$ cat config.mk
export PLATFORM = sky130hd
export DESIGN_NAME = rx_peak_readout_scheduler
export DESIGN_NICKNAME = d
export VERILOG_FILES = /design/src/rtl/rx_peak_readout_scheduler_pkg.sv /design/src/rtl/rx_rr_arbiter4.sv /design/src/rtl/rx_peak_readout_scheduler.sv
export SDC_FILE = /design/constraint.sdc
export NUM_CORES = 1
export LEC_CHECK = 0
export ABC_AREA = 1
export BUFFER_PORTS_ARGS = -buffer_cell sky130_fd_sc_hd__buf_2
export CAP_MARGIN = 20
export CORE_ASPECT_RATIO = 0.6
export CORE_MARGIN = 5
export CORE_UTILIZATION = 52
export DETAILED_ROUTE_END_ITERATION = 12
export GPL_TIMING_DRIVEN = 1
export PLACE_DENSITY = 0.91
export SYNTH_ARGS = -nofsm -noshare
export SYNTH_HDL_FRONTEND = slang
export SYNTH_SLANG_ARGS = --single-unit
$ cat constraint.sdc
create_clock -name crx_clk -period 8.7 [get_ports crx_clk]
set_input_delay 1.74 -clock crx_clk [delete_from_list [all_inputs] [get_ports crx_clk]]
set_output_delay 1.74 -clock crx_clk [all_outputs]
set_load 0.01 [all_outputs]
$ cat src/rtl/rx_peak_readout_scheduler_pkg.sv
// Shared definitions for the RX peak readout path: datapath widths, FSM state
// encoding and the record latched for ARM.
`timescale 1ns/1ps
package rx_peak_readout_scheduler_pkg;

  localparam int CORR_W  = 41;
  localparam int TIME_W  = 16;
  localparam int NUM_GRP = 4;
  localparam int SEQ_W   = 4;

  typedef enum logic [1:0] {
    ST_IDLE    = 2'd0,
    ST_GRANT   = 2'd1,
    ST_PRESENT = 2'd2,
    ST_HOLD    = 2'd3
  } rx_state_e;

  // Everything ARM sees for one peak, captured together at the end of GRANT.
  typedef struct packed {
    logic [CORR_W-1:0] peak;
    logic [SEQ_W-1:0]  seq;
    logic [TIME_W-1:0] ts;
  } rx_readout_t;

  function automatic logic [NUM_GRP-1:0] onehot4(input logic [1:0] idx);
    return 4'b0001 << idx;
  endfunction

endpackage

$ cat src/rtl/rx_rr_arbiter4.sv
// Four-way round-robin selector: first asserted request at or after the
// pointer, searching upward with wrap-around.
`timescale 1ns/1ps
module rx_rr_arbiter4
  import rx_peak_readout_scheduler_pkg::*;
(
  input  logic [NUM_GRP-1:0] req,
  input  logic [1:0]         ptr,
  output logic [NUM_GRP-1:0] gnt,
  output logic [1:0]         idx
);

  always_comb begin : search
    logic [1:0] cand;
    logic       found;
    // NOTE: every output and temporary gets a default before any branch, so no
    // path through the block leaves a value held and no latch is inferred.
    gnt   = '0;
    idx   = ptr;
    cand  = ptr;
    found = 1'b0;
    for (int i = 0; i < NUM_GRP; i++) begin
      cand = ptr + 2'(i);
      if (!found && req[cand]) begin
        found = 1'b1;
        idx   = cand;
      end
    end
    if (found) gnt = onehot4(idx);
  end

endmodule

$ cat src/rtl/rx_peak_readout_scheduler.sv
// Serves peak candidates from four correlator buffer groups to ARM one at a
// time, with per-transaction ack timeout and a guard interval between grants.
`timescale 1ns/1ps
module rx_peak_readout_scheduler
  import rx_peak_readout_scheduler_pkg::*;
#(
  parameter int HOLD_CYCLES = 4,
  parameter int ARM_TIMEOUT = 1023
) (
  input  logic                     crx_clk,
  input  logic                     rrx_rst,
  input  logic                     erx_en,
  input  logic                     inew_samle_trigger,
  input  logic [NUM_GRP-1:0]       ireq,
  input  logic signed [CORR_W-1:0] ipeak_0,
  input  logic signed [CORR_W-1:0] ipeak_1,
  input  logic signed [CORR_W-1:0] ipeak_2,
  input  logic signed [CORR_W-1:0] ipeak_3,
  input  logic [1:0]               iseq_0,
  input  logic [1:0]               iseq_1,
  input  logic [1:0]               iseq_2,
  input  logic [1:0]               iseq_3,
  output logic [NUM_GRP-1:0]       ogrant,
  output logic signed [CORR_W-1:0] o_sample_arm,
  output logic [SEQ_W-1:0]         o_received_seq,
  output logic [TIME_W-1:0]        o_time_arm,
  output logic                     o_trigger_arm,
  input  logic                     iarm_ack,
  output logic                     o_timeout
);

  localparam int HOLD_W = (HOLD_CYCLES > 1) ? $clog2(HOLD_CYCLES) : 1;
  localparam int TMO_W  = (ARM_TIMEOUT > 1) ? $clog2(ARM_TIMEOUT) : 1;
  localparam logic [HOLD_W-1:0] HOLD_LAST = HOLD_W'(HOLD_CYCLES - 1);
  localparam logic [TMO_W-1:0]  TMO_LAST  = TMO_W'(ARM_TIMEOUT - 1);

  // Reset asserts asynchronously but is released only on a clock edge.
  logic [1:0] rst_sync_q;
  logic       rst_n;

  always_ff @(posedge crx_clk or negedge rrx_rst) begin
    if (!rrx_rst) rst_sync_q <= 2'b00;
    else          rst_sync_q <= {rst_sync_q[0], 1'b1};
  end

  assign rst_n = rst_sync_q[1];

  rx_state_e          state_q, state_d;
  logic [1:0]         rr_ptr_q, rr_ptr_d;
  logic [1:0]         gidx_q, gidx_d;
  logic [TIME_W-1:0]  ts_q, ts_d;
  logic [HOLD_W-1:0]  hold_cnt_q, hold_cnt_d;
  logic [TMO_W-1:0]   tmo_cnt_q, tmo_cnt_d;
  logic [NUM_GRP-1:0] ogrant_q, ogrant_d;
  logic               trig_q, trig_d;
  logic               timeout_q, timeout_d;
  rx_readout_t        out_q, out_d;

  logic [NUM_GRP-1:0] arb_gnt;
  logic [1:0]         arb_idx;
  logic [CORR_W-1:0]  sel_peak;
  logic [1:0]         sel_seq;

  rx_rr_arbiter4 u_arb (
    .req (ireq),
    .ptr (rr_ptr_q),
    .gnt (arb_gnt),
    .idx (arb_idx)
  );

  always_comb begin
    sel_peak = ipeak_0;
    sel_seq  = iseq_0;
    case (gidx_q)
      2'd1:    begin sel_peak = ipeak_1; sel_seq = iseq_1; end
      2'd2:    begin sel_peak = ipeak_2; sel_seq = iseq_2; end
      2'd3:    begin sel_peak = ipeak_3; sel_seq = iseq_3; end
      default: ;
    endcase
  end

  // The counter's current value is what a same-cycle GRANT latches.
  always_comb begin
    ts_d = ts_q;
    if (erx_en && inew_samle_trigger) ts_d = ts_q + TIME_W'(1);
  end

  always_comb begin
    state_d    = state_q;
    rr_ptr_d   = rr_ptr_q;
    gidx_d     = gidx_q;
    hold_cnt_d = hold_cnt_q;
    tmo_cnt_d  = tmo_cnt_q;
    ogrant_d   = '0;
    trig_d     = 1'b0;
    timeout_d  = 1'b0;
    out_d      = out_q;

    if (!erx_en) begin
      state_d = ST_IDLE;
    end else begin
      case (state_q)
        ST_IDLE: begin
          if (ireq != '0) begin
            state_d  = ST_GRANT;
            gidx_d   = arb_idx;
            ogrant_d = arb_gnt;
          end
        end
        ST_GRANT: begin
          if (ireq[gidx_q]) begin
            out_d.peak = sel_peak;
            out_d.seq  = {gidx_q, sel_seq};
            out_d.ts   = ts_q;
            rr_ptr_d   = gidx_q + 2'd1;
            tmo_cnt_d  = '0;
            trig_d     = 1'b1;
            state_d    = ST_PRESENT;
          end else begin
            state_d = ST_IDLE;
          end
        end
        ST_PRESENT: begin
          if (iarm_ack) begin
            hold_cnt_d = '0;
            state_d    = ST_HOLD;
          end else if (tmo_cnt_q == TMO_LAST) begin
            timeout_d  = 1'b1;
            hold_cnt_d = '0;
            state_d    = ST_HOLD;
          end else begin
            tmo_cnt_d = tmo_cnt_q + TMO_W'(1);
            trig_d    = 1'b1;
          end
        end
        ST_HOLD: begin
          if (hold_cnt_q == HOLD_LAST) state_d = ST_IDLE;
          else                         hold_cnt_d = hold_cnt_q + HOLD_W'(1);
        end
        default: state_d = ST_IDLE;
      endcase
    end
  end

  always_ff @(posedge crx_clk or negedge rst_n) begin
    // NOTE: the data registers are cleared as well, because the outputs they
    // drive must read zero while reset is held.
    if (!rst_n) begin
      state_q    <= ST_IDLE;
      rr_ptr_q   <= '0;
      gidx_q     <= '0;
      ts_q       <= '0;
      hold_cnt_q <= '0;
      tmo_cnt_q  <= '0;
      ogrant_q   <= '0;
      trig_q     <= 1'b0;
      timeout_q  <= 1'b0;
      out_q      <= '0;
    end else begin
      // NOTE: non-blocking assignments so every flop updates from pre-edge values.
      state_q    <= state_d;
      rr_ptr_q   <= rr_ptr_d;
      gidx_q     <= gidx_d;
      ts_q       <= ts_d;
      hold_cnt_q <= hold_cnt_d;
      tmo_cnt_q  <= tmo_cnt_d;
      ogrant_q   <= ogrant_d;
      trig_q     <= trig_d;
      timeout_q  <= timeout_d;
      out_q      <= out_d;
    end
  end

  assign ogrant         = ogrant_q;
  assign o_sample_arm   = $signed(out_q.peak);
  assign o_received_seq = out_q.seq;
  assign o_time_arm     = out_q.ts;
  assign o_trigger_arm  = trig_q;
  assign o_timeout      = timeout_q;

endmodule

Word level (Yosys, flattened, before mapping)

Cells that the tools add are included.

Word-level logic and storage cells: 105
Output and inout port bits: 67
Input port bits: 181
Bits in registers: 103

Multiplexer cells: 47
Shift-type cells: 1
Magnitude comparators: 5
$add $sub $neg: 7
Equality and inequality tests: 16
Reduce and logical (&&, ||, !) cells: 16

Operators by type and width:

| operator                                             | count |
|---|---|
| one-hot mux 41 bit (3 select lines)                  | 1 |
| 2-to-1 mux 10 bit                                    | 3 |
| 2-to-1 mux 2 bit                                     | 12 |
| one-hot mux 10 bit (2 select lines)                  | 1 |
| 2-to-1 mux 1 bit                                     | 17 |
| adder 16 x 1 -> 16 bit (second input constant)       | 1 |
| 2-to-1 mux 4 bit                                     | 4 |
| < comparator 2 x 3 -> 1 bit (second input constant)  | 5 |
| adder 10 x 1 -> 10 bit (second input constant)       | 1 |
| binary-select mux 1 bit (select 2 bit)               | 5 |
| equality test 10 bit (second input constant)         | 1 |
| equality test 2 bit (second input constant)          | 5 |
| inequality test 3 bit (second input constant)        | 3 |
| AND reduction 3 bit                                  | 3 |
| inequality test 2 bit (second input constant)        | 4 |
| one-hot mux 2 bit (4 select lines)                   | 1 |
| adder 2 x 1 -> 2 bit (second input constant)         | 3 |
| one-hot mux 2 bit (3 select lines)                   | 1 |
| AND reduction 5 bit                                  | 1 |
| adder 2 bit (second input constant)                  | 2 |
| equality test 2 x 1 -> 1 bit (second input constant) | 2 |
| logical AND 1 bit                                    | 4 |
| inequality test 4 bit (second input constant)        | 1 |
| one-hot mux 2 bit (2 select lines)                   | 1 |
| other kinds (7)                                      | 10 |

Longest topological paths before layout

Word-level depth: 17
Gate-level depth with buffers: 13

Modules after synthesis

A second synthesis with hierarchy kept.

Cells, all modules: 840
Area total of the unflattened synthesis: 6298.5 um2

By module, submodules not included:

| module                    | times used | area each (um2) | cells each |
|---|---|---|---|
| rx_peak_readout_scheduler | 1          | 5826.8          | 753 |
| rx_rr_arbiter4            | 1          | 471.7           | 87 |

Least setup slack after synthesis

OpenSTA, ideal clock, no wires.

Path kind: input -> register
From: input ireq[1]
To: register out_q, in the netlist o_received_seq[3]
Path slack: 5.880 ns
Arrival time: 2.690 ns
Stages on the path: 11
Library setup time: 0.130 ns
Buffers on the path: 2
Cells stage by stage: nand2_1 -> nand3_1 -> nand2_1 -> inv_1 -> nand2_1 -> nor2_4 -> inv_2 -> buf_6 -> buf_4 -> nand2_1 -> o21ai_0

Longest elaborated chain between the ends: 3

Ends and longest elaborated chain:

| item                                   | RTL line                         | source |
|---|---|---|
| start, declared                        | rx_peak_readout_scheduler.sv:14  | `input logic [NUM_GRP-1:0] ireq,` |
| binary-select mux 1 bit (select 2 bit) | rx_peak_readout_scheduler.sv:111 | `if (ireq[gidx_q]) begin` |
| 2-to-1 mux 1 bit (implied by the code) | rx_peak_readout_scheduler.sv:111 |  |
| AND reduction 3 bit (no source line)   | -                                |  |
| end signal, assigned                   | rx_peak_readout_scheduler.sv:170 | `out_q <= out_d;` |
| end, declared                          | rx_peak_readout_scheduler.sv:57  | `rx_readout_t out_q, out_d;` |

Every way passes these cells. The select of a mux whose other input is x is not followed.
A chain may end at the register's enable or synchronous reset.

Worst setup path after layout

From: input ireq[1]
To: register out_q, in the netlist o_sample_arm[19]

The elaborated chain is that of the path after synthesis.

==> results by group <==
Clocking
  • Root Buffer: clkbuf_16
  • Quantity of hold-fixing buffers added after cts: 0
  • CTS tree: done
  • Clock net sink count: around 100
  • CTS resizes: 0
  • Worst-case clock buffer depth: 2
  • Post-CTS setup buffer count: 0
  • Worst-skew pair later-pin latency: 340 ps
  • Inserted Clock Buffers: 9
  • H-tree Lvls: 3
  • Reg clk slew, reported paths: about 80 ps

Worst setup path
  • Levels on crit path: 11
  • CP bufs+invs: 4
  • Crit path capture type: register
  • Startpoint Class: input port
  • Worst-path fanout max: 92
  • CP dominant cell by count: nand2_1
  • Worst Setup Path Type: in2reg
  • CP max stage delay: about 460 ps
  • FF-to-FF setup slack: approximately 6300 ps
  • WP data required: around 8900 ps
  • Crit path DAT: roughly 3500 ps
  • Cell Chain, Critical Path: buf_2 -> nand2_1 -> nand3_1 -> nand2_1 -> inv_1 -> nand2_1 -> nor2_4 -> clkinv_2 -> buf_4 -> nand2_1 -> o21ai_0
  • Crit-path leading delay family: buffers and inverters
  • R2R depth: 11
  • Slowest stage cell on the critical path: buf_4

Cells and area
  • Post-Route Utilization: a little under 70%
  • Area Overhead vs Synth: 27.1%
  • # diodes: 0
  • Final nets: between 1,000 and 1,500
  • Layout cells sized above 1: 30.6%
  • Filler Cell Count: 922
  • Final instance area: between 7000 and 8000 um^2

Routing
  • DR DRC count: 0
  • Vias: a little under 6,000
  • Drt wl/cell: between 15 and 20 um
  • Initial detailed-routing violation count: 449
  • Total routed wirelength: ~17,000 um
  • DR vias/cell: between 5 and 6
  • Antenna Nets Post-Route: 0
  • First-pass DRT Iterations: 5

Power and ir drop
  • Pwr/cell area: slightly above 300 nW/um^2
  • Leak Pwr: between 0.004 and 0.005 uW
  • Logic pwr share: about half
  • Sw Share: between 40 and 50%
  • Pint: between 1000 and 1500 uW
  • Sequential share of power: 33.5%
  • Clock Power Share: between 10% and 20%
  • Worst ir drop on vdd: approximately 0.18 mV
  • NetSw: between 900 and 1000 uW

STA
  • Worst Tran Pin Value: about 860 ps
  • Pins over their slew limit: 0
  • Final worst path period need: ~3300 ps
  • Hold Fails Final Rpt: 0
  • Fmax: about 0.30 GHz
  • Relative slew slack: 42.8%
  • Clock skew: about 6.7 ps
  • RSZ-0062 raised after global routing: no
  • Final Setup Violations: 0
  • Fin crit share: a little under two fifths
  • Setup tns final: 0 ps

Floorplan
  • Die footprint: between 10,000 and 15,000 um^2
  • Chip width: 145 um
  • Top Ports: around 250
  • Placeable Area: roughly 11,000 um^2
  • Row count: 29
  • Initial Utilization: a little over half
  • Die H: about 91 um

Placement
  • Placed Area: approximately 7000 um^2
  • Post-DP HPWL: approximately 13,000 um
  • GP Congestion: between 1 and 1.5
  • PortBufs: ~250

GRT
  • Vias in the first global route: about 5,600
  • First-pass GRT wire length: 27,700 um
  • GRT Resource Usage Total: 25.1%
  • Initial antenna violation count: 0
  • Pin count of the biggest net entering global routing: 93
  • GRT Residual Overflow: 0

Job
  • Number of max-cap violations: 0

Logic synthesis
  • Post-synth top flop: dfrtp_1
  • FFs w/ async S/R, synth: 100%
  • Synth unique cells: 32
  • Mapped Avg Cell Area: 7.93 um^2
  • Largest cells by area after synthesis: dfrtp_1 45%, nand2_1 17%, a22o_1 6.6%
  • Synth area leader: dfrtp_1
  • Mapped cell area: between 5000 and 6000 um^2
  • Synth Warn #: 0
  • Sequential area share after synthesis: 45.2%
  • Synth Register Bits: a little over 100
  • EDFF count, synth: 0
  • Cells after synthesis: between 700 and 800
  • Area share of the largest cell type after synthesis: a little under half
  • Most frequent cells after synthesis: 253 x nand2_1, 103 x dfrtp_1, 66 x o21ai_0, 46 x inv_1
  • Top-count cell post-synth: nand2_1
  • Mapped Nets: about 900

Hold path
  • Hold WC Path Type: reg2async

Status
  • Status: finished, final reports clean
==> layer usage <==
metal | routed length (um) | vias to the layer above | global-route usage (%)
li1 | - | 2853 | -
met1 | 7470 | 2674 | 34.1
met2 | 7780 | 280 | 39.9
met3 | 1570 | 29 | 7.56
met4 | 282 | 0 | 6.44
met5 | 0 | - | 0
==> cell type report <==
cell class	instances	area [um^2]	area share, %
clock buffers	9	225	3.11
clock inverters	7	62.6	0.864
inverters	51	193	2.66
multi-input cells	524	2720	37.6
flip-flops and latches	103	2580	35.6
well taps	139	174	2.40
repair buffers	253	1280	17.7
==> power by group through the flow <==
stage,registers [uW],logic [uW],clock network (uW)
detailed placement,756,1100,0
finish,754,1100,392
global route,775,1230,421
global placement,755,1070,0
floorplan,799,703,0
CTS,752,1100,401
==> placed cells by master, fill, tap and decap left out, types with 3 or more instances in the layout <==
cell type    n
nor3_1       6
ha_1        12
o21ai_1      5
nor2_1      18
dfrtp_1    102
nand2_1    253
buf_2      247
nand3_1     27
inv_1       46
inv_2        4
inv_6        3
nand2_2      4
a22o_1      43
buf_4        6
nor2_2       4
nor2_4       3
xor2_1      17
o22ai_1     43
nand4_1      9
o21ai_0     66
clkbuf_16    9
==> worst paths after layout <==
path / to / from
setup / recovery: o_sample_arm[19] / ireq[1]
min in group crx_clk: rst_sync_q[1] / rst_sync_q[0]
setup reg to reg: o_sample_arm[19] / gidx_q[0]
hold reg to reg: o_time_arm[1] / rst_sync_q[1]
hold / removal: o_time_arm[1] / rst_sync_q[1]
max in group asynchronous: o_sample_arm[33] / rst_sync_q[1]
==> cell families after synthesis <==
family / Yosys count / synth area share, %
compound gates: 166 / 18.8
xor+xnor: 17 / 2.61
fa+ha+maj: 12 / 2.64
buf+inv: 91 / 6.94
flops: 103 / 45.2
other cells: 1 / 0.0658
simple gates: 328 / 23.7
==> through the flow <==
step	cells	hold slack [ps]	total power, uW	worst slack [ps]
floorplan	718	331	1500	5620
global placement	1070	333	1820	5210
detailed placement	1070	336	1860	5050
CTS	1086	353	2250	5400
global route	1086	358	2430	5150
finish	1086	334	2250	5390
==> registers in the layout, indices dropped and copies added (netlist names), 4 cells and up <==
name / cells
ts_q: 16
o_received_seq: 4
o_sample_arm: 41
o_time_arm: 16
tmo_cnt_q: 10
ogrant: 4
No activity file was read; power rests on OpenSTA's default activity.
